### src/rtl/lfsr_generator_if.sv
// Handshake and status bundle between the LFSR word generator and its consumer.
// master = generator side, slave = controller/consumer side.
interface lfsr_generator_if #(
    parameter int WIDTH = 32
);
    logic             start;
    logic             stop;
    logic [WIDTH-1:0] seed;
    logic [WIDTH-1:0] count;
    logic             inject_err;
    logic             ready;
    logic             dv_out;
    logic [WIDTH-1:0] dataout;
    logic             busy;
    logic             done;
    logic [WIDTH-1:0] words_sent;

    modport master (
        input  start, stop, seed, count, inject_err, ready,
        output dv_out, dataout, busy, done, words_sent
    );

    modport slave (
        output start, stop, seed, count, inject_err, ready,
        input  dv_out, dataout, busy, done, words_sent
    );
endinterface

### src/rtl/lfsr_generator.sv
// Combinational Galois LFSR step: multiply by x modulo x^32+x^22+x^2+x+1.
// Latency: none (pure logic).
// Backpressure: not applicable.
module lfsr_next_word #(
    parameter int               WIDTH = 32,
    parameter logic [WIDTH-1:0] TAPS  = 32'h0040_0007
) (
    input  logic [WIDTH-1:0] cur,
    output logic [WIDTH-1:0] nxt
);
    always_comb begin
        nxt = {cur[WIDTH-2:0], 1'b0} ^ (TAPS & {WIDTH{cur[WIDTH-1]}});
    end
endmodule

// Emits a run of LFSR words over a valid/ready port, optional length, stop and single-word error injection.
// Latency: first word valid one cycle after an accepted start; one word per cycle under continuous ready.
// Backpressure: ready low holds dv_out/dataout stable until the word is taken.
module lfsr_generator #(
    parameter int               WIDTH        = 32,
    parameter logic [WIDTH-1:0] DEFAULT_SEED = 32'h0000_0001
) (
    input  logic               clk,
    input  logic               reset,
    lfsr_generator_if.master   gen
);
    typedef enum logic [1:0] {IDLE, RUN, DONE} state_t;

    state_t           state_q, state_d;
    logic [WIDTH-1:0] lfsr_q;
    logic [WIDTH-1:0] lfsr_next;
    logic [WIDTH-1:0] count_q;
    logic [WIDTH-1:0] words_sent_q;
    logic [WIDTH-1:0] dataout_q;
    logic [WIDTH-1:0] first_word;
    logic             dv_out_q;
    logic             stop_q;
    logic             err_q;
    logic             xfer;
    logic             last_xfer;
    logic             err_consume;

    lfsr_next_word #(.WIDTH(WIDTH)) u_step (
        .cur (lfsr_q),
        .nxt (lfsr_next)
    );

    always_comb begin
        first_word  = (gen.seed == '0) ? DEFAULT_SEED : gen.seed;
        xfer        = (state_q == RUN) && dv_out_q && gen.ready;
        last_xfer   = xfer && (stop_q || gen.stop ||
                               ((count_q != '0) && (words_sent_q + 1'b1 == count_q)));
        // A pending error is spent only when a fresh word is actually loaded.
        err_consume = xfer && !last_xfer && err_q;
    end

    always_comb begin
        state_d = state_q;
        case (state_q)
            IDLE:    if (gen.start) state_d = RUN;
            RUN:     if (last_xfer) state_d = DONE;
            DONE:    state_d = IDLE;
            default: state_d = IDLE;
        endcase
    end

    always_ff @(posedge clk) begin
        if (reset) state_q <= IDLE;
        else       state_q <= state_d;
    end

    always_ff @(posedge clk) begin
        if (reset) begin
            lfsr_q       <= '0;
            count_q      <= '0;
            words_sent_q <= '0;
            dataout_q    <= '0;
            dv_out_q     <= 1'b0;
            stop_q       <= 1'b0;
            err_q        <= 1'b0;
        end else begin
            err_q <= err_q ? !err_consume : gen.inject_err;
            case (state_q)
                IDLE: begin
                    if (gen.start) begin
                        count_q      <= gen.count;
                        lfsr_q       <= first_word;
                        dataout_q    <= first_word;
                        dv_out_q     <= 1'b1;
                        words_sent_q <= '0;
                        stop_q       <= 1'b0;
                    end
                end
                RUN: begin
                    if (gen.stop) stop_q <= 1'b1;
                    if (xfer) begin
                        words_sent_q <= words_sent_q + 1'b1;
                        if (last_xfer) begin
                            dv_out_q <= 1'b0;
                        end else begin
                            // Corruption touches only the presented copy, never the LFSR state.
                            lfsr_q    <= lfsr_next;
                            dataout_q <= lfsr_next ^ {{(WIDTH-1){1'b0}}, err_q};
                        end
                    end
                end
                default: ;
            endcase
        end
    end

    assign gen.dv_out     = dv_out_q;
    assign gen.dataout    = dataout_q;
    assign gen.words_sent = words_sent_q;
    assign gen.busy       = (state_q == RUN);
    assign gen.done       = (state_q == DONE);
endmodule

### src/flat_wrapper.sv
// flat-port wrapper written by rule: the top's interface ports become plain ports
module lfsr_generator_flat 
#(
    parameter int               WIDTH        = 32,
    parameter logic [WIDTH-1:0] DEFAULT_SEED = 32'h0000_0001
)
  (clk, reset, gen_start, gen_stop, gen_seed, gen_count, gen_inject_err, gen_ready, gen_dv_out, gen_dataout, gen_busy, gen_done, gen_words_sent);
  lfsr_generator_if #(.WIDTH(WIDTH)) gen_i ();
  input  logic clk;
  input  logic reset;
  input wire logic [$bits(gen_i.start)-1:0] gen_start;
  input wire logic [$bits(gen_i.stop)-1:0] gen_stop;
  input wire logic [$bits(gen_i.seed)-1:0] gen_seed;
  input wire logic [$bits(gen_i.count)-1:0] gen_count;
  input wire logic [$bits(gen_i.inject_err)-1:0] gen_inject_err;
  input wire logic [$bits(gen_i.ready)-1:0] gen_ready;
  output wire logic [$bits(gen_i.dv_out)-1:0] gen_dv_out;
  output wire logic [$bits(gen_i.dataout)-1:0] gen_dataout;
  output wire logic [$bits(gen_i.busy)-1:0] gen_busy;
  output wire logic [$bits(gen_i.done)-1:0] gen_done;
  output wire logic [$bits(gen_i.words_sent)-1:0] gen_words_sent;
  assign gen_i.start = gen_start;
  assign gen_i.stop = gen_stop;
  assign gen_i.seed = gen_seed;
  assign gen_i.count = gen_count;
  assign gen_i.inject_err = gen_inject_err;
  assign gen_i.ready = gen_ready;
  assign gen_dv_out = gen_i.dv_out;
  assign gen_dataout = gen_i.dataout;
  assign gen_busy = gen_i.busy;
  assign gen_done = gen_i.done;
  assign gen_words_sent = gen_i.words_sent;
  lfsr_generator #(.WIDTH(WIDTH), .DEFAULT_SEED(DEFAULT_SEED)) u_core (.clk(clk), .reset(reset), .gen(gen_i));
endmodule
### config.mk
export PLATFORM = sky130hd
export DESIGN_NAME = lfsr_generator_flat
export DESIGN_NICKNAME = d
export VERILOG_FILES = /design/src/rtl/lfsr_generator_if.sv /design/src/rtl/lfsr_generator.sv /design/src/flat_wrapper.sv
export SDC_FILE = /design/constraint.sdc
export NUM_CORES = 1
export LEC_CHECK = 0
export CAP_MARGIN = 10
export CORE_MARGIN = 1.5
export CORE_UTILIZATION = 40
export CTS_BUF_LIST = sky130_fd_sc_hd__clkbuf_8
export CTS_CLUSTER_SIZE = 25
export DETAILED_ROUTE_END_ITERATION = 7
export PLACE_DENSITY = 0.72
export SLEW_MARGIN = 20
export SYNTH_ARGS = -nofsm -noshare
export SYNTH_HDL_FRONTEND = slang
export SYNTH_SLANG_ARGS = --single-unit
### constraint.sdc
create_clock -name clk -period 7.5 [get_ports clk]
set_clock_uncertainty 0.1 [all_clocks]
set_input_delay 1.5 -clock clk [delete_from_list [all_inputs] [get_ports clk]]
set_output_delay 1.5 -clock clk [all_outputs]
set_load 0.03 [all_outputs]
==> impl_metrics.tcl <==
set metrics [dict create \
    timing_max_transition_violations_final 0 \
    area_delta_synth_final_pct 22.1 \
    fraction_of_the_yosys_area_taken_by_sequential_cells_pct 32.8 \
    cp_data_required_time_ps 5900 \
    grt_setup_unrepaired "false" \
    grt_first_pass_wirelength_um 28200 \
    maxSlewHeadroom_pct 36.6 \
    finish.net_count 947 \
    combinational_family_with_the_most_area_after_synthesis "simple AND/OR/NAND/NOR gates" \
    synth_edf_count 0 \
    synthArstFlopShare_pct 0 \
    worst_hold_path_type "flop to flop" \
    synth-compound-area-share_pct 16.3 \
    achievable-frequency_mhz 225 \
    drt_pass1_iterations 5 \
    final_weighted_congestion_in_routability_driven_placement 0.906 \
    io_pins 137 \
    grt_antenna_before_repair 0 \
    vias_per_inst 5.59 \
    synthSimpleGateAreaFrac_pct 30.1 \
    first_global_vias 5395 \
    cts_tree "built" \
    postSynthAreaPerCell_um2 7.64 \
    postSynthRegisterBits 102 \
    synthesis.instances 814 \
    reg2reg_setup_slack_ps 3280 \
    max-clock-path-buffers 2 \
    cp-start-kind "flop" \
    globalRoute.totalOverflow 0 \
    grt_usage_pct 21.5 \
    cellPowerDensity_nw_per_um2 160 \
    mux_cell_area_share_after_synthesis_pct 6.21 \
    cts.root.buffer_cell "clkbuf_8" \
    p_leak_nw 2.70 \
    floorplan.core_area_um2 15200 \
    worst_hold_path.num_cells 2 \
    antenna-diode-count 0 \
    synth_ff_type "dfxtp_1" \
    drtAntennaViolNets 0 \
    whs_endpoint "u_core.count_q[30]" \
    max-cap-violations 0 \
    vias 5977 \
    cts_max_level 3 \
    worstReg2RegStart "u_core.gen.words_sent[0]" \
    critical_path_start_end_classification "flop to primary output" \
    period_share_pct 59.3 \
    synth_nets 885 \
    tightest_slew_ps 950 \
    post-route-util_pct 50.0 \
    synth-adder-area-share_pct 0.201 \
    layout-drive-gt1-share_pct 6.70 \
    timing.reg2reg.worst_path_depth 10 \
    reg2reg_to "u_core.gen.dataout[18]" \
    synthXorXnorAreaFrac_pct 5.77 \
    critPathCaptureType "primary output" \
    clock_insertion_delay_worst_skew_ps 390 \
    io_buffer_count 136 \
    final.setup.tns_ps 0 \
    remaining_drc_errors 0 \
    post_synth_num_cell_types 59 \
    post_synth_instance_area_um2 6220 \
    fp-row-count 45 \
    vdd_ir_drop_max_mv 0.119 \
    dp_hpwl_um 12300 \
    postCtsResizedCells 0 \
    synth_warnings 0 \
    drt-total-wl_um 17500 \
    path_max_fanout 31 \
    timing.final.hold_violations 0 \
    cts.clk_slew.worst_paths_ps 100 \
    cts_inserted_buffers 9 \
    critical_path_arrival_ps 2840 \
    num-fill-cells 1546 \
    clock-sinks 102 \
    die_h_um 128 \
    minimum_clock_period_after_layout_ps 4440 \
    ctsHoldBuffers 0 \
    start_util_pct 40.9 \
    hold_path_startpoint "u_core.count_q[30]" \
    mean_routed_wirelength_per_cell_um 16.4 \
    dieArea_um2 16300 \
    detail_route.iter0.violations 507 \
    grt_start_max_net_pins 91 \
    post-cts-setup-buffers 0 \
    outcome "finished clean" \
    chipWidth_um 128 \
    setup_viol 0 \
]
[stage by stage]
step	instances	power [W]	hold WS, ps	instance area (um2)	setup slack, ps
after floorplan	814	0.000776	358	6220	3890
after global placement	1052	0.000857	372	7360	3150
after detailed placement	1052	0.000860	376	7360	3040
after CTS	1068	0.00123	391	7560	2680
after global routing	1069	0.00128	410	7600	2850
final	1069	0.00122	390	7600	3060
[worst max-delay path, stage by stage, from the launching register on]
cell and delay [ps]:
dfxtp_1 330, nand2b_2 450, inv_1 620, buf_4 350, clkdlybuf4s50_1 710
[metal layers]
layer | GRT usage, % | vias to the layer above | part of all wire [%]
met2 | 35.1 | 258 | 45
met5 | 0 | - | 0
met4 | 5.35 | 0 | 1.1
met1 | 28.3 | 2752 | 45
met3 | 5.59 | 20 | 8.6
li1 | - | 2947 | -
[cell families after synthesis]
| family | after synthesis |
|---|---|
| flip-flops | 102 |
| AND/OR/NAND/NOR | 365 |
| multiplexers | 35 |
| adder cells (fa/ha/maj) | 1 |
| XOR/XNOR | 41 |
| buffers and inverters | 100 |
| AO/OA/AOI/OAI | 170 |
[synth_stat cells (all sizes together) (3+ instances only)]
cell    instances  area [um2]
nor4           29         221
a22oi           6        45.0
mux2           29         327
nor2b          36         225
a211oi          7        52.6
nand2         145         544
mux2i           6        60.1
a311oi          5        43.8
or3             6        37.5
nand2b         11        68.8
a21oi          98         502
and4            8        70.1
or4             5        45.0
clkbuf         37         141
buf            55         363
dfxtp         102        2040
a211o           4        35.0
and3            6        37.5
inv             8        30.0
nor2           45         169
nor3           20         100
o21ai          25         125
nand3          22         110
nand4          22         165
a31oi           7        43.8
xnor2          30         263
and2            3        18.8
xor2           11        96.3
[sequential cells by signal (all words and copies together), names as in the netlist]
signal / count
u_core.count_q: 32
u_core.gen.dataout: 32
u_core.gen.words_sent: 32
u_core.state_q: 2
u_core.err_q: 1
u_core.gen.dv_out: 1
u_core.lfsr_q: 1
u_core.stop_q: 1
[power by group]
group,internal [W],leakage [nW],switching (W)
clock,0.000159,0.102,0.000209
combinational,0.000121,1.77,0.000136
sequential,0.000569,0.832,0.0000267
[worst max path at each step]
stage	slack, ps	depth (start not counted)	from	to
3_5_place_dp	3040	9	u_core.gen.words_sent[0]	u_core.gen.dataout[12]
6_report	3060	4	u_core.state_q[1]	gen_busy
4_1_cts	2680	4	u_core.state_q[1]	gen_busy
5_1_grt	2850	4	u_core.state_q[1]	gen_busy
3_3_place_gp	3150	9	u_core.gen.words_sent[0]	u_core.gen.dataout[12]
2_1_floorplan	3890	10	u_core.gen.words_sent[0]	u_core.gen.dataout[16]
[layout make-up]
class,instances,area [um2],area share [%]
clock inverter,7,83.8,1.10
multi-input combinational,612,3650,48.0
tap,188,235,3.10
inverter,8,30.0,0.395
clock buffer,9,124,1.63
timing repair buffer,143,1430,18.8
sequential,102,2040,26.9
[cells in the final DEF, fill, tap and decap left out, drive strengths merged, types with 8 or more instances in the layout]
| master | instances |
|---|---|
| clkbuf | 9 |
| o21ai | 25 |
| nand2 | 145 |
| mux2 | 29 |
| nand4 | 22 |
| and4 | 8 |
| a21oi | 98 |
| dfxtp | 102 |
| nand2b | 11 |
| buf | 8 |
| clkdlybuf4s50 | 135 |
| nand3 | 22 |
| inv | 9 |
| nor3 | 20 |
| xor2 | 11 |
| xnor2 | 30 |
| nor2 | 45 |
| nor2b | 36 |
| nor4 | 29 |
Power figures use the tool's default switching activity.
